--- config.mk ---
export PLATFORM = sky130hd
export DESIGN_NAME = regfile_wb_scheduler
export DESIGN_NICKNAME = d
export VERILOG_FILES = /design/src/rtl/regfile_wb_scheduler.sv
export SDC_FILE = /design/constraint.sdc
export NUM_CORES = 1
export LEC_CHECK = 0
export BUFFER_PORTS_ARGS = -buffer_cell sky130_fd_sc_hd__buf_2
export CAP_MARGIN = 10
export CORE_MARGIN = 5
export CORE_UTILIZATION = 55
export DETAILED_ROUTE_END_ITERATION = 16
export PLACE_DENSITY_LB_ADDON = 0.12
export SYNTH_ARGS = -nofsm -noshare
export SYNTH_HDL_FRONTEND = slang
export SYNTH_SLANG_ARGS = --single-unit
--- constraint.sdc ---
create_clock -name clk -period 7.4 [get_ports clk]
set_input_delay 1.11 -clock clk [delete_from_list [all_inputs] [get_ports clk]]
set_output_delay 1.11 -clock clk [all_outputs]
set_load 0.005 [all_outputs]
--- src/rtl/regfile_wb_scheduler.sv ---
// Write-back scheduler: two buffered producers, round-robin onto one
// registered RF write port, plus a pending-write scoreboard for decode.
module regfile_wb_scheduler #(
  parameter int DATA_W    = 128,
  parameter int ADDR_W    = 5,
  parameter int BUF_DEPTH = 2
) (
  input  logic              clk,
  input  logic              rst_n,
  input  logic              issue_valid,
  input  logic [ADDR_W-1:0] issue_rd,
  input  logic [ADDR_W-1:0] chk_a1,
  input  logic [ADDR_W-1:0] chk_a2,
  input  logic [ADDR_W-1:0] chk_a3,
  output logic              hazard,
  output logic [31:0]       busy_mask,
  input  logic              alu_valid,
  output logic              alu_ready,
  input  logic [ADDR_W-1:0] alu_addr,
  input  logic [DATA_W-1:0] alu_data,
  input  logic              lsu_valid,
  output logic              lsu_ready,
  input  logic [ADDR_W-1:0] lsu_addr,
  input  logic [DATA_W-1:0] lsu_data,
  output logic              rf_we,
  output logic [ADDR_W-1:0] rf_waddr,
  output logic [DATA_W-1:0] rf_wdata
);

  localparam int PW = (BUF_DEPTH > 1) ? $clog2(BUF_DEPTH) : 1;
  localparam int CW = $clog2(BUF_DEPTH + 1);

  typedef enum logic {
    SRC_ALU = 1'b0,
    SRC_LSU = 1'b1
  } src_e;

  logic [ADDR_W-1:0] r_addr [2][BUF_DEPTH];
  logic [DATA_W-1:0] r_data [2][BUF_DEPTH];
  logic [PW-1:0]     r_wp   [2];
  logic [PW-1:0]     r_rp   [2];
  logic [CW-1:0]     r_cnt  [2];
  src_e              r_last;

  logic              r_we;
  logic [ADDR_W-1:0] r_waddr;
  logic [DATA_W-1:0] r_wdata;
  logic [31:0]       r_busy;

  logic [ADDR_W-1:0] w_in_addr [2];
  logic [DATA_W-1:0] w_in_data [2];
  logic [1:0]        w_ne;
  logic [1:0]        w_full;
  logic [1:0]        w_push;
  logic [1:0]        w_pop;
  logic              w_gnt;
  logic              w_sel;
  logic [ADDR_W-1:0] w_hd_addr;
  logic [DATA_W-1:0] w_hd_data;
  logic [31:0]       w_set;
  logic [31:0]       w_clr;

  function automatic logic [PW-1:0] f_inc(input logic [PW-1:0] p);
    return (p == PW'(BUF_DEPTH - 1)) ? '0 : p + PW'(1);
  endfunction

  always_comb begin
    w_in_addr[0] = alu_addr;
    w_in_addr[1] = lsu_addr;
    w_in_data[0] = alu_data;
    w_in_data[1] = lsu_data;
    for (int s = 0; s < 2; s++) begin
      w_ne[s]   = (r_cnt[s] != '0);
      w_full[s] = (r_cnt[s] == CW'(BUF_DEPTH));
    end
  end

  // ready comes from buffer occupancy only, never from same-cycle valid
  assign alu_ready = !w_full[0];
  assign lsu_ready = !w_full[1];
  assign w_push    = {lsu_valid & !w_full[1], alu_valid & !w_full[0]};

  always_comb begin
    w_pop = '0;
    unique case (w_ne)
      2'b01:   w_pop = 2'b01;
      2'b10:   w_pop = 2'b10;
      2'b11:   w_pop = (r_last == SRC_LSU) ? 2'b01 : 2'b10;
      default: w_pop = '0;
    endcase
  end

  assign w_gnt     = |w_pop;
  assign w_sel     = w_pop[1];
  assign w_hd_addr = r_addr[w_sel][r_rp[w_sel]];
  assign w_hd_data = r_data[w_sel][r_rp[w_sel]];

  always_ff @(posedge clk) begin
    for (int s = 0; s < 2; s++) begin
      if (w_push[s]) begin
        r_addr[s][r_wp[s]] <= w_in_addr[s];
        r_data[s][r_wp[s]] <= w_in_data[s];
      end
    end
  end

  always_ff @(posedge clk or negedge rst_n) begin
    if (!rst_n) begin
      for (int s = 0; s < 2; s++) begin
        r_wp[s]  <= '0;
        r_rp[s]  <= '0;
        r_cnt[s] <= '0;
      end
    end else begin
      for (int s = 0; s < 2; s++) begin
        if (w_push[s]) r_wp[s] <= f_inc(r_wp[s]);
        if (w_pop[s])  r_rp[s] <= f_inc(r_rp[s]);
        r_cnt[s] <= r_cnt[s] + CW'(w_push[s]) - CW'(w_pop[s]);
      end
    end
  end

  // an addr-0 grant is consumed and advances the pointer, but never writes
  always_ff @(posedge clk or negedge rst_n) begin
    if (!rst_n) begin
      r_last  <= SRC_LSU;
      r_we    <= 1'b0;
      r_waddr <= '0;
      r_wdata <= '0;
    end else if (w_gnt) begin
      r_last  <= src_e'(w_sel);
      r_we    <= (w_hd_addr != '0);
      r_waddr <= w_hd_addr;
      r_wdata <= w_hd_data;
    end else begin
      r_we    <= 1'b0;
    end
  end

  always_comb begin
    w_set = '0;
    w_clr = '0;
    if (issue_valid && issue_rd != '0) w_set = 32'd1 << issue_rd;
    if (r_we)                          w_clr = 32'd1 << r_waddr;
  end

  always_ff @(posedge clk or negedge rst_n) begin
    if (!rst_n) r_busy <= '0;
    else        r_busy <= ((r_busy & ~w_clr) | w_set) & ~32'd1;
  end

  assign hazard    = r_busy[chk_a1] | r_busy[chk_a2] | r_busy[chk_a3];
  assign busy_mask = r_busy;
  assign rf_we     = r_we;
  assign rf_waddr  = r_waddr;
  assign rf_wdata  = r_wdata;

endmodule
==> summary by stage <==
Run status
The run finished with clean final reports.

GRT
Entering global routing, the biggest net connects 136 pins. The first global-routing pass estimated roughly 100 mm of wire. The via count of the first global-routing pass is approximately 17k. The initial antenna violation count is 35. Global routing consumed, over all layers together, 24.3% of the routing resources. The total congestion overflow is 0.

Placement
The final weighted congestion in routability-driven placement is between 0.8 and 0.9. Detailed placement finished with a half-perimeter wire length of 44.2 mm. The number of port buffers is approximately 460.

Worst setup path
The number of cells on the worst reg-to-reg path is 6. The endpoint identified for the worst register-to-register timing path is rf_wdata[126]$_DFFE_PN0P_. The worst setup path is captured at an output pin. The critical path data required time is 6.29 ns.

The worst setup path is of the primary input to output pin kind. The setup check on the worst reg-to-reg path leaves a slack of ~4.3 ns. The maximum fanout along the worst path is 12. In this run the critical register-to-register path is launched from r_cnt[1]$_DFF_PN0_. The type of origin of the critical path is a primary input. STA puts the critical path data arrival time at 2.79 ns.

Yosys
By area the synthesized netlist is led by sky130_fd_sc_hd__edfxtp_1 58%, sky130_fd_sc_hd__dfrtp_1 16%, sky130_fd_sc_hd__mux2_2 5.7%. The number of distinct library cells after synthesis is 53. Synthesis produced a netlist whose cell count is roughly 1.8k. The number of nets handed over by synthesis was roughly 2.1k. The Yosys step of the flow raised 0 warnings.

For this run, the leading register cell type out of synthesis is sky130_fd_sc_hd__edfxtp_1. The synthesized design contains about 710 register bits. The area fraction of the dominant cell type after synthesis is between 50 and 60%. Counting instances in the post-synthesis netlist gives the leading cell types as 532 x sky130_fd_sc_hd__edfxtp_1, 173 x sky130_fd_sc_hd__dfrtp_1, 147 x sky130_fd_sc_hd__nand2_1. Summing the sequential cell areas from Yosys gives about 73% of the chip area. The number of flops mapped to enable cells by yosys is between 500 and 600. Averaged over all synthesized cells, the footprint is ~15 um2. In this run the cell area of the synthesized design comes to 0.0277 mm2. The async set-or-reset flop fraction in the synthesized netlist is 24.6%. The cell with the most instances after synthesis is sky130_fd_sc_hd__edfxtp_1. The biggest area contributor in the post-synthesis netlist is sky130_fd_sc_hd__edfxtp_1.

Timing
In this run the tightest slew margin relative to its limit is a little under a quarter. The setup violation total in the final timing report is 0. The worst-margin pin slew is between 1 and 1.5 ns. The setup total negative slack is 0 ns. The number of pins with negative max-slew slack in the final report is 0. Derived from the worst setup path, the maximum achievable clock frequency is around 260 MHz. The worst path uses 52.6% of the clock period. The worst path in the final design needs a cycle of between 3 and 4 ns, including I/O delays and setup.

Across the routed clock network, the largest skew measured is ~0.019 ns. The count of final hold-check violations was 0. Setup repair after global routing left no endpoint under its margin. The hold slack is ~0.47 ns.

Worst hold path
The startpoint of the worst hold path is rf_wdata[76]$_DFFE_PN0P_. The worst hold endpoint is rf_wdata[76]$_DFFE_PN0P_. The class of the worst hold path is flop to flop. Counting instances, the worst hold path has a depth of 2.

Drt
In this run the remaining antenna-violating nets after routing total 0. The final wirelength is between 60 and 70 mm. The total vias in the final route is ~17k.

In the routed layout, each cell is associated on average with a via count of 5.50. Dividing the detail-routed wire length by the instance count gives ~23 um. The number of search-and-repair iterations in the first detailed-routing pass is 7. The number of design-rule violations left by the first detailed-router iteration is 978. The DRC violations left is 0.

Power
IR analysis of the VDD net gives a maximum drop of 0.000300 V. For this design the static power due to leakage is roughly 13 nW. For this design the ratio of total power to cell area is ~430 mW/mm2.

Clocking
Buffers added to address setup during post-CTS repair amount to 0. The post-cts gate resize count is 0. The total CTS buffers is 71. The clock passes through at most 3 buffers. In this run, post-CTS hold repair placed 0 buffers. The tree is rooted in a sky130_fd_sc_hd__clkbuf_16. The clock tree from TritonCTS is yes.

Clock latency on the worst-skew pair, taken at its later pin, is roughly 0.6 ns. CTS saw about 710 sinks. The clock-pin slew of the registers on the worst-case setup and hold paths is approximately 0.050 ns. The H-tree depth is 3.

Die
The row count is around 80. Once the floorplan was initialized, standard cells occupied between 50% and 60% of the core. For this design the top-level I/O count stands at 460. The area of the core is roughly 0.050 mm2.

The die area is around 0.055 mm2. The die is about 230 um tall. The die width is roughly 230 um.

Finish
The area growth from synthesis to layout is 18.6%. At the end of the flow, the number of nets in the layout was 2565. Cells with a size suffix above 1 make up between 30 and 40% of the layout.

Job
The tool flagged a number of max-cap violations equal to 0.
==> flip-flops by register name (all words and copies together) (netlist names) <==
name	flops
rf_wdata	128
r_data	512
rf_waddr	5
r_cnt	4
rf_we	1
r_wp	2
r_rp	2
r_addr	20
r_last	1
busy_mask	31
==> metrics by stage <==
step	power (mW)	std cells	utilization [%]	instance area (um2)	setup WS, ns
after global placement	10.6	2870	61.0	30500	3.56
after CTS	14.3	3000	65.7	32800	3.47
after global routing	14.9	3013	65.7	32800	3.36
after detailed placement	10.7	2870	61.0	30500	3.48
after floorplan	9.14	1822	-	27700	0.0337
final	14.1	3019	65.8	32900	3.50
==> where the power goes <==
| group | total (mW) | leakage, nW | switching (mW) | internal (mW) |
|---|---|---|---|---|
| clock network | 3.54 | 1.12 | 1.43 | 2.11 |
| logic | 4.26 | 4.50 | 2.51 | 1.75 |
| registers | 6.29 | 7.01 | 0.681 | 5.61 |
==> layout by cell type, fill, tap and decap left out, drive strengths merged, types with 7 or more instances in the layout <==
| master | netlist | routed |
|---|---|---|
| edfxtp | 532 | 532 |
| mux4 | 13 | 13 |
| xnor2 | 7 | 7 |
| buf | 73 | 479 |
| a21oi | 131 | 131 |
| nor2b | 7 | 7 |
| nand2 | 147 | 147 |
| nor2 | 140 | 140 |
| nand3 | 9 | 9 |
| or2 | 7 | 7 |
| diode | 0 | 19 |
| inv | 6 | 9 |
| o21ai | 189 | 189 |
| clkinv | 0 | 14 |
| nand2b | 10 | 10 |
| dfrtp | 173 | 173 |
| nand3b | 9 | 9 |
| mux2i | 145 | 145 |
| mux2 | 143 | 143 |
| clkbuf | 31 | 106 |
| o31ai | 7 | 7 |
==> cell families after synthesis <==
group                    count (synthesis)  synth area share [%]
AO/OA/AOI/OAI                          349                  6.65
XOR/XNOR                                 9                 0.285
adder cells (fa/ha/maj)                  3                 0.136
buffers and inverters                  110                  2.10
flip-flops                             706                  73.4
multiplexers                           301                  12.2
other                                    1                0.0135
AND/OR/NAND/NOR                        343                  5.26
==> layer usage <==
layer | vias to the layer above | GRT usage, % | wire, um | share of wire (%)
met5 | - | 0 | 213 | 0.31
met2 | 501 | 40.0 | 33700 | 50
met3 | 152 | 6.74 | 4990 | 7.3
met4 | 32 | 10.1 | 2290 | 3.4
met1 | 8194 | 30.8 | 26800 | 39
li1 | 7716 | - | - | -
==> worst max-delay path by stage <==
stage / from / end / slack (ns) / depth (start not counted)
global placement: chk_a2[1] / hazard / 3.56 / 7
floorplan: lsu_valid / r_addr[1][5]$_DFFE_PP_ / 0.03 / 2
global route: chk_a2[1] / hazard / 3.36 / 7
detailed placement: chk_a2[1] / hazard / 3.48 / 7
CTS: chk_a2[1] / hazard / 3.47 / 7
finish: chk_a2[1] / hazard / 3.50 / 7
==> cell type report <==
cell class              count  area [um2]
flip-flops and latches    706       20300
fillers                  3676       17100
multi-input cells        1006        6820
repair buffers            480        2480
clock buffers             105        2020
well taps                 672         841
clock inverters            25         297
diodes                     19        47.5
inverters                   6        22.5
==> worst max-delay path, cell delays in order <==
cell and delay [ns]:
sky130_fd_sc_hd__buf_2 0.28, sky130_fd_sc_hd__mux4_1 0.58, sky130_fd_sc_hd__nor2_1 0.10, sky130_fd_sc_hd__nor4b_1 0.06, sky130_fd_sc_hd__a311oi_1 0.32, sky130_fd_sc_hd__nand4_1 0.16
sky130_fd_sc_hd__buf_2 0.16
Note: power is estimated with default switching activity, not from simulation.
